File: src/rtl/chess_turn_scheduler.sv
// chess_turn_scheduler
// Turn and clock controller for a timed chess game. It decides which side owns
// the move and opens the layout move/lock datapath (MoveEnable) only while the
// game is running. Each side has a countdown clock in seconds. A committed move
// credits a Fischer increment to the mover and hands the turn over. A clock
// that reaches zero, or a resignation, ends the game.
//
// Ports:
//   clock       system clock
//   resetApp    synchronous active-high reset; overrides every other input
//   StartGame   pulse: IDLE -> RUN, or GAME_OVER -> IDLE with the clocks reloaded
//   Pause       level: suspends the game while it is in RUN or PAUSED
//   MoveCommit  pulse from the layout datapath when a legal move is written
//   Resign      pulse: the side to move resigns
//   Player      side to move (1 = White, 0 = Black)
//   MoveEnable  high only while the registered state is RUN
//   WhiteTime   White remaining seconds
//   BlackTime   Black remaining seconds
//   GameState   0 IDLE, 1 RUN, 2 PAUSED, 3 GAME_OVER
//   Winner      winning side, valid in GAME_OVER
//   Timeout     high in GAME_OVER when the game ended on time
//   MoveCount   committed plies, saturating at 255
module chess_turn_scheduler #(
  parameter int TICKS_PER_SECOND  = 50000000,
  parameter int START_SECONDS     = 300,
  parameter int INCREMENT_SECONDS = 2,
  parameter int TIME_WIDTH        = 10
) (
  input  logic                  clock,
  input  logic                  resetApp,
  input  logic                  StartGame,
  input  logic                  Pause,
  input  logic                  MoveCommit,
  input  logic                  Resign,
  output logic                  Player,
  output logic                  MoveEnable,
  output logic [TIME_WIDTH-1:0] WhiteTime,
  output logic [TIME_WIDTH-1:0] BlackTime,
  output logic [1:0]            GameState,
  output logic                  Winner,
  output logic                  Timeout,
  output logic [7:0]            MoveCount
);

  localparam logic [1:0] IDLE      = 2'd0;
  localparam logic [1:0] RUN       = 2'd1;
  localparam logic [1:0] PAUSED    = 2'd2;
  localparam logic [1:0] GAME_OVER = 2'd3;

  localparam int PW = $clog2(TICKS_PER_SECOND);
  localparam logic [PW-1:0] PRESC_LAST = PW'(TICKS_PER_SECOND - 1);
  localparam int unsigned TIME_MAX = (1 << TIME_WIDTH) - 1;
  localparam logic [TIME_WIDTH-1:0] TIME_START = TIME_WIDTH'(START_SECONDS);

  // Increment with saturation at the top of the time counter range.
  function automatic logic [TIME_WIDTH-1:0] sat_add(input logic [TIME_WIDTH-1:0] t);
    logic [32:0] sum;
    sum = {{(33-TIME_WIDTH){1'b0}}, t} + 33'(INCREMENT_SECONDS);
    if (sum > 33'(TIME_MAX)) begin
      sat_add = TIME_WIDTH'(TIME_MAX);
    end else begin
      sat_add = sum[TIME_WIDTH-1:0];
    end
  endfunction

  logic [1:0]            state_r, state_s;
  logic                  player_r, player_s;
  logic [TIME_WIDTH-1:0] white_r, white_s;
  logic [TIME_WIDTH-1:0] black_r, black_s;
  logic                  winner_r, winner_s;
  logic                  timeout_r, timeout_s;
  logic [7:0]            count_r, count_s;
  logic [PW-1:0]         presc_r, presc_s;
  logic                  enable_r;
  logic                  tick_s;
  logic [TIME_WIDTH-1:0] cur_time_s, dec_time_s;

  // Next-state and datapath decisions for one clock.
  always_comb begin
    state_s   = state_r;
    player_s  = player_r;
    white_s   = white_r;
    black_s   = black_r;
    winner_s  = winner_r;
    timeout_s = timeout_r;
    count_s   = count_r;
    presc_s   = presc_r;
    tick_s    = (presc_r == PRESC_LAST);
    cur_time_s = player_r ? white_r : black_r;
    // The guard keeps the clock from wrapping below zero.
    if (cur_time_s != '0) begin
      dec_time_s = cur_time_s - TIME_WIDTH'(1);
    end else begin
      dec_time_s = cur_time_s;
    end

    case (state_r)
      IDLE: begin
        presc_s = '0;
        if (StartGame) begin
          state_s = RUN;
        end else begin
          state_s = IDLE;
        end
      end
      RUN: begin
        if (Resign) begin
          state_s   = GAME_OVER;
          winner_s  = ~player_r;
          timeout_s = 1'b0;
          presc_s   = '0;
        end else if (MoveCommit) begin
          // A tick landing in the commit cycle is dropped on purpose.
          if (player_r) begin
            white_s = sat_add(white_r);
          end else begin
            black_s = sat_add(black_r);
          end
          player_s = ~player_r;
          count_s  = (count_r == 8'd255) ? count_r : count_r + 8'd1;
          presc_s  = '0;
        end else if (tick_s) begin
          presc_s = '0;
          if (player_r) begin
            white_s = dec_time_s;
          end else begin
            black_s = dec_time_s;
          end
          if (dec_time_s == '0) begin
            state_s   = GAME_OVER;
            winner_s  = ~player_r;
            timeout_s = 1'b1;
          end else begin
            state_s = RUN;
          end
        end else begin
          // The cycle that enters PAUSED still counts as a RUN cycle.
          presc_s = presc_r + PW'(1);
          if (Pause) begin
            state_s = PAUSED;
          end else begin
            state_s = RUN;
          end
        end
      end
      PAUSED: begin
        if (Resign) begin
          state_s   = GAME_OVER;
          winner_s  = ~player_r;
          timeout_s = 1'b0;
          presc_s   = '0;
        end else if (!Pause) begin
          state_s = RUN;
        end else begin
          state_s = PAUSED;
        end
      end
      GAME_OVER: begin
        presc_s = '0;
        if (StartGame) begin
          state_s   = IDLE;
          player_s  = 1'b1;
          white_s   = TIME_START;
          black_s   = TIME_START;
          winner_s  = 1'b0;
          timeout_s = 1'b0;
          count_s   = 8'd0;
        end else begin
          state_s = GAME_OVER;
        end
      end
      default: begin
        state_s = IDLE;
        presc_s = '0;
      end
    endcase
  end

  // State and output registers; resetApp wins over everything.
  always_ff @(posedge clock) begin
    if (resetApp) begin
      state_r   <= IDLE;
      player_r  <= 1'b1;
      white_r   <= TIME_START;
      black_r   <= TIME_START;
      winner_r  <= 1'b0;
      timeout_r <= 1'b0;
      count_r   <= 8'd0;
      presc_r   <= '0;
      enable_r  <= 1'b0;
    end else begin
      state_r   <= state_s;
      player_r  <= player_s;
      white_r   <= white_s;
      black_r   <= black_s;
      winner_r  <= winner_s;
      timeout_r <= timeout_s;
      count_r   <= count_s;
      presc_r   <= presc_s;
      enable_r  <= (state_s == RUN);
    end
  end

  assign GameState  = state_r;
  assign Player     = player_r;
  assign WhiteTime  = white_r;
  assign BlackTime  = black_r;
  assign Winner     = winner_r;
  assign Timeout    = timeout_r;
  assign MoveCount  = count_r;
  assign MoveEnable = enable_r;

endmodule
File: config.mk
export PLATFORM = sky130hd
export DESIGN_NAME = chess_turn_scheduler
export DESIGN_NICKNAME = d
export VERILOG_FILES = /design/src/rtl/chess_turn_scheduler.sv
export SDC_FILE = /design/constraint.sdc
export NUM_CORES = 1
export LEC_CHECK = 0
export ABC_AREA = 1
export CORE_MARGIN = 4
export CORE_UTILIZATION = 30
export CTS_CLUSTER_DIAMETER = 60
export DETAILED_ROUTE_END_ITERATION = 8
export GPL_TIMING_DRIVEN = 0
export PLACE_DENSITY = 0.55
export SLEW_MARGIN = 20
export SYNTH_ARGS = -nofsm -noshare
export SYNTH_HDL_FRONTEND = slang
export SYNTH_SLANG_ARGS = --single-unit
export TNS_END_PERCENT = 20
File: constraint.sdc
create_clock -name clock -period 2.88 [get_ports clock]
set_input_delay 0.576 -clock clock [delete_from_list [all_inputs] [get_ports clock]]
set_output_delay 0.576 -clock clock [all_outputs]
set_load 0.005 [all_outputs]
==> impl_metrics.yaml <==
place:
  io_buffers: 37
  gp_congestion: 0.904
  hpwlAfterDp_mm: 8.80
clocking:
  h-tree-depth: 3
  clk_latency_ns: 0.34
  clkSinkCount: 60
  ctsResizeCount: 0
  ctsHoldBuffers: 0
  clk_pin_slew_ns: 0.05
  post-cts-setup-buffers: 0
  cts_buffer_depth: 2
  root_buffer: "clkbuf_16"
  numCtsBuffers: 9
  cts_tree: "yes"
synthesis:
  synth_edf_count: 0
  yosysSeqAreaShare_pct: 30.7
  synth_top_family_by_area: "simple AND/OR/NAND/NOR gates"
  synthAdderAreaFrac_pct: 2.24
  yosysTopAreaCellShare_pct: 30.7
  yosys_warnings: 0
  synth-simple-area-share_pct: 40.2
  syn_area_mm2: 0.00391
  synth_compound_area_share_pct: 13.1
  ys.flop_type: "dfxtp_1"
  synth_cell_types: 38
  synth_mux_area_share_pct: 0
  synth_top_cell_by_area: "dfxtp_1"
  synth_xor_area_share_pct: 4.93
  async_flop_share_pct: 0
  ys_seq_elements: 60
  synth.net_count: 640
  syn_avg_cell_area_um2: 6.23
  syn_inst: 627
  synth_area_leaders: "dfxtp_1 31%, nand2_1 16%, nor2_1 7.7%, inv_1 6.0%, a21oi_1 5.8%"
die:
  rows: 41
  die_w_um: 122
  die-area_mm2: 0.0149
  ios: 40
  start_util_pct: 30.8
  die_y_um: 122
  core_mm2: 0.0127
sta:
  slew_viol_final: 0
  max_freq_ghz: 0.388
  period_share_pct: 89.5
  relSlewSlack_pct: 52.2
  worstMarginPinSlew_ns: 0.713
  rsz0062_at_grt: "no"
  hold_viol: 0
  clock_skew_ns: 0.00626
  setup_viol: 0
  tns_ns: 0
  layout_min_cycle_time_ns: 2.58
setup_path:
  crit_path_start: "presc_r[1]"
  critPathMaxFanout: 10
  worst_ep_required_time_ns: 3.14
  crit_type: "reg2reg"
  worstPathArrival_ns: 2.84
  r2r_start: "presc_r[1]"
  reg2reg_slack_ns: 0.30
  critPathCaptureType: "flip-flop"
  worstSetupStartpointType: "flip-flop"
run:
  cap_violations: 0
drt:
  drc: 0
  vias: 4208
  avgViaCountPerCell: 4.94
  drtPass1Iterations: 4
  avgRoutedWirePerCell_um: 13.8
  drt_wl_total_mm: 11.8
  drt_first_iter_violations: 313
  ant_nets: 0
hold_path:
  hold_class: "reg2reg"
  hold_start: "presc_r[25]"
grt:
  antenna_found_initial: 0
  grt_max_degree: 11
  grt_use_total_pct: 16.6
  grt_pass1_vias: 3963
  grt_pass1_wl_mm: 19.4
  grt_overflow: 0
final_layout:
  n_antenna_cell: 0
  final_util_pct: 37.9
  area_delta_synth_final_pct: 22.8
  final_net_count: 688
  drive_above_1_share_pct: 6.62
power:
  total_power_mw: 2.74
  p_per_area_mw_per_mm2: 571
  vdd_drop_max_v: 0.000322
  p_leak_nw: 1.91
run_status:
  outcome: "complete, no violations"
## through the flow
stage               std cells  hold slack [ns]  instance area, µm²  setup slack [ns]
finish                    852            0.484                4800             0.303
detailed placement        836            0.477                4490             0.160
CTS                       852            0.484                4800             0.302
global route              852            0.521                4800            0.0241
floorplan                 627            0.454                3910             0.791
global placement          836            0.469                4490             0.158
## power breakdown
part / leakage, nW / internal (mW) / switching [mW]
Sequential: 0.487 / 0.881 / 0.0758
Clock: 0.142 / 0.717 / 0.395
Combinational: 1.28 / 0.261 / 0.410
Total: 1.91 / 1.86 / 0.882
## Yosys cell counts (2+ instances only)
library cell / number
nor4_1: 2
a21oi_1: 45
nor3_1: 27
xor2_1: 20
nand2_1: 168
o21ai_1: 10
ha_1: 7
nor2_1: 80
nor2_4: 3
a211oi_1: 3
o21a_1: 2
clkbuf_1: 8
nor2_2: 4
o21ai_2: 2
o211ai_1: 4
dfxtp_1: 60
nand4_1: 15
o21ai_0: 18
buf_4: 2
nand3_1: 45
xnor2_1: 2
nand2_2: 5
a22oi_1: 3
or2_0: 2
buf_2: 2
nor3b_1: 5
inv_2: 10
inv_1: 63
## metal layers
metal  global-route usage (%)  wire [µm]  up-vias
li1                         -          -     2143
met1                     21.4       5640     1963
met2                     27.1       5350       87
met3                     4.60        633       15
met4                     5.11        159        0
met5                        0          0        -
## critical path, cell delays in order, from the launching register on
cell and delay, ns:
dfxtp_1 0.35, ha_1 0.20, nand2_1 0.07, nor2_1 0.14, nand2_1 0.08, nor2_2 0.13
nand4_1 0.25, nand2_1 0.21, nand2_1 0.29, nor2_1 0.49, nand3_1 0.14, a21oi_1 0.14
## worst paths after layout
check,end,depth (start not counted)
setup / recovery,WhiteTime[9],11
hold / removal,presc_r[25],2
setup reg to reg,WhiteTime[9],11
hold reg to reg,presc_r[25],2
## cell usage in the layout, fill, tap and decap left out, types with 15 or more instances in the layout
| cell | synthesis | layout |
|---|---|---|
| xor2_1 | 20 | 20 |
| inv_1 | 63 | 63 |
| nor3_1 | 27 | 27 |
| a21oi_1 | 45 | 45 |
| nand4_1 | 15 | 15 |
| nor2_1 | 80 | 80 |
| clkdlybuf4s50_1 | 0 | 37 |
| nand2_1 | 168 | 168 |
| nand3_1 | 45 | 45 |
| dfxtp_1 | 60 | 60 |
| o21ai_0 | 18 | 18 |
## registers in the layout, summed over array words and instances (netlist names)
name        count
presc_r        26
BlackTime      10
WhiteTime      10
MoveCount       8
GameState       2
MoveEnable      1
Player          1
Timeout         1
Winner          1
## cells by family after synthesis
kind of cell	Yosys count
AO/OA/AOI/OAI	92
AND/OR/NAND/NOR	359
buffers and inverters	87
flip-flops	60
XOR/XNOR	22
adder cells (fa/ha/maj)	7
## area by class of cell
cell class	count	area (µm²)
Buffer	13	66.3
Sequential cell	60	1200
Inverter	74	278
Clock buffer	13	260
Clock inverter	3	45.0
Timing Repair Buffer	37	370
Fill cell	1432	7870
Tap cell	172	215
Multi-Input combinational cell	480	2360
Power figures use the tool's default switching activity.
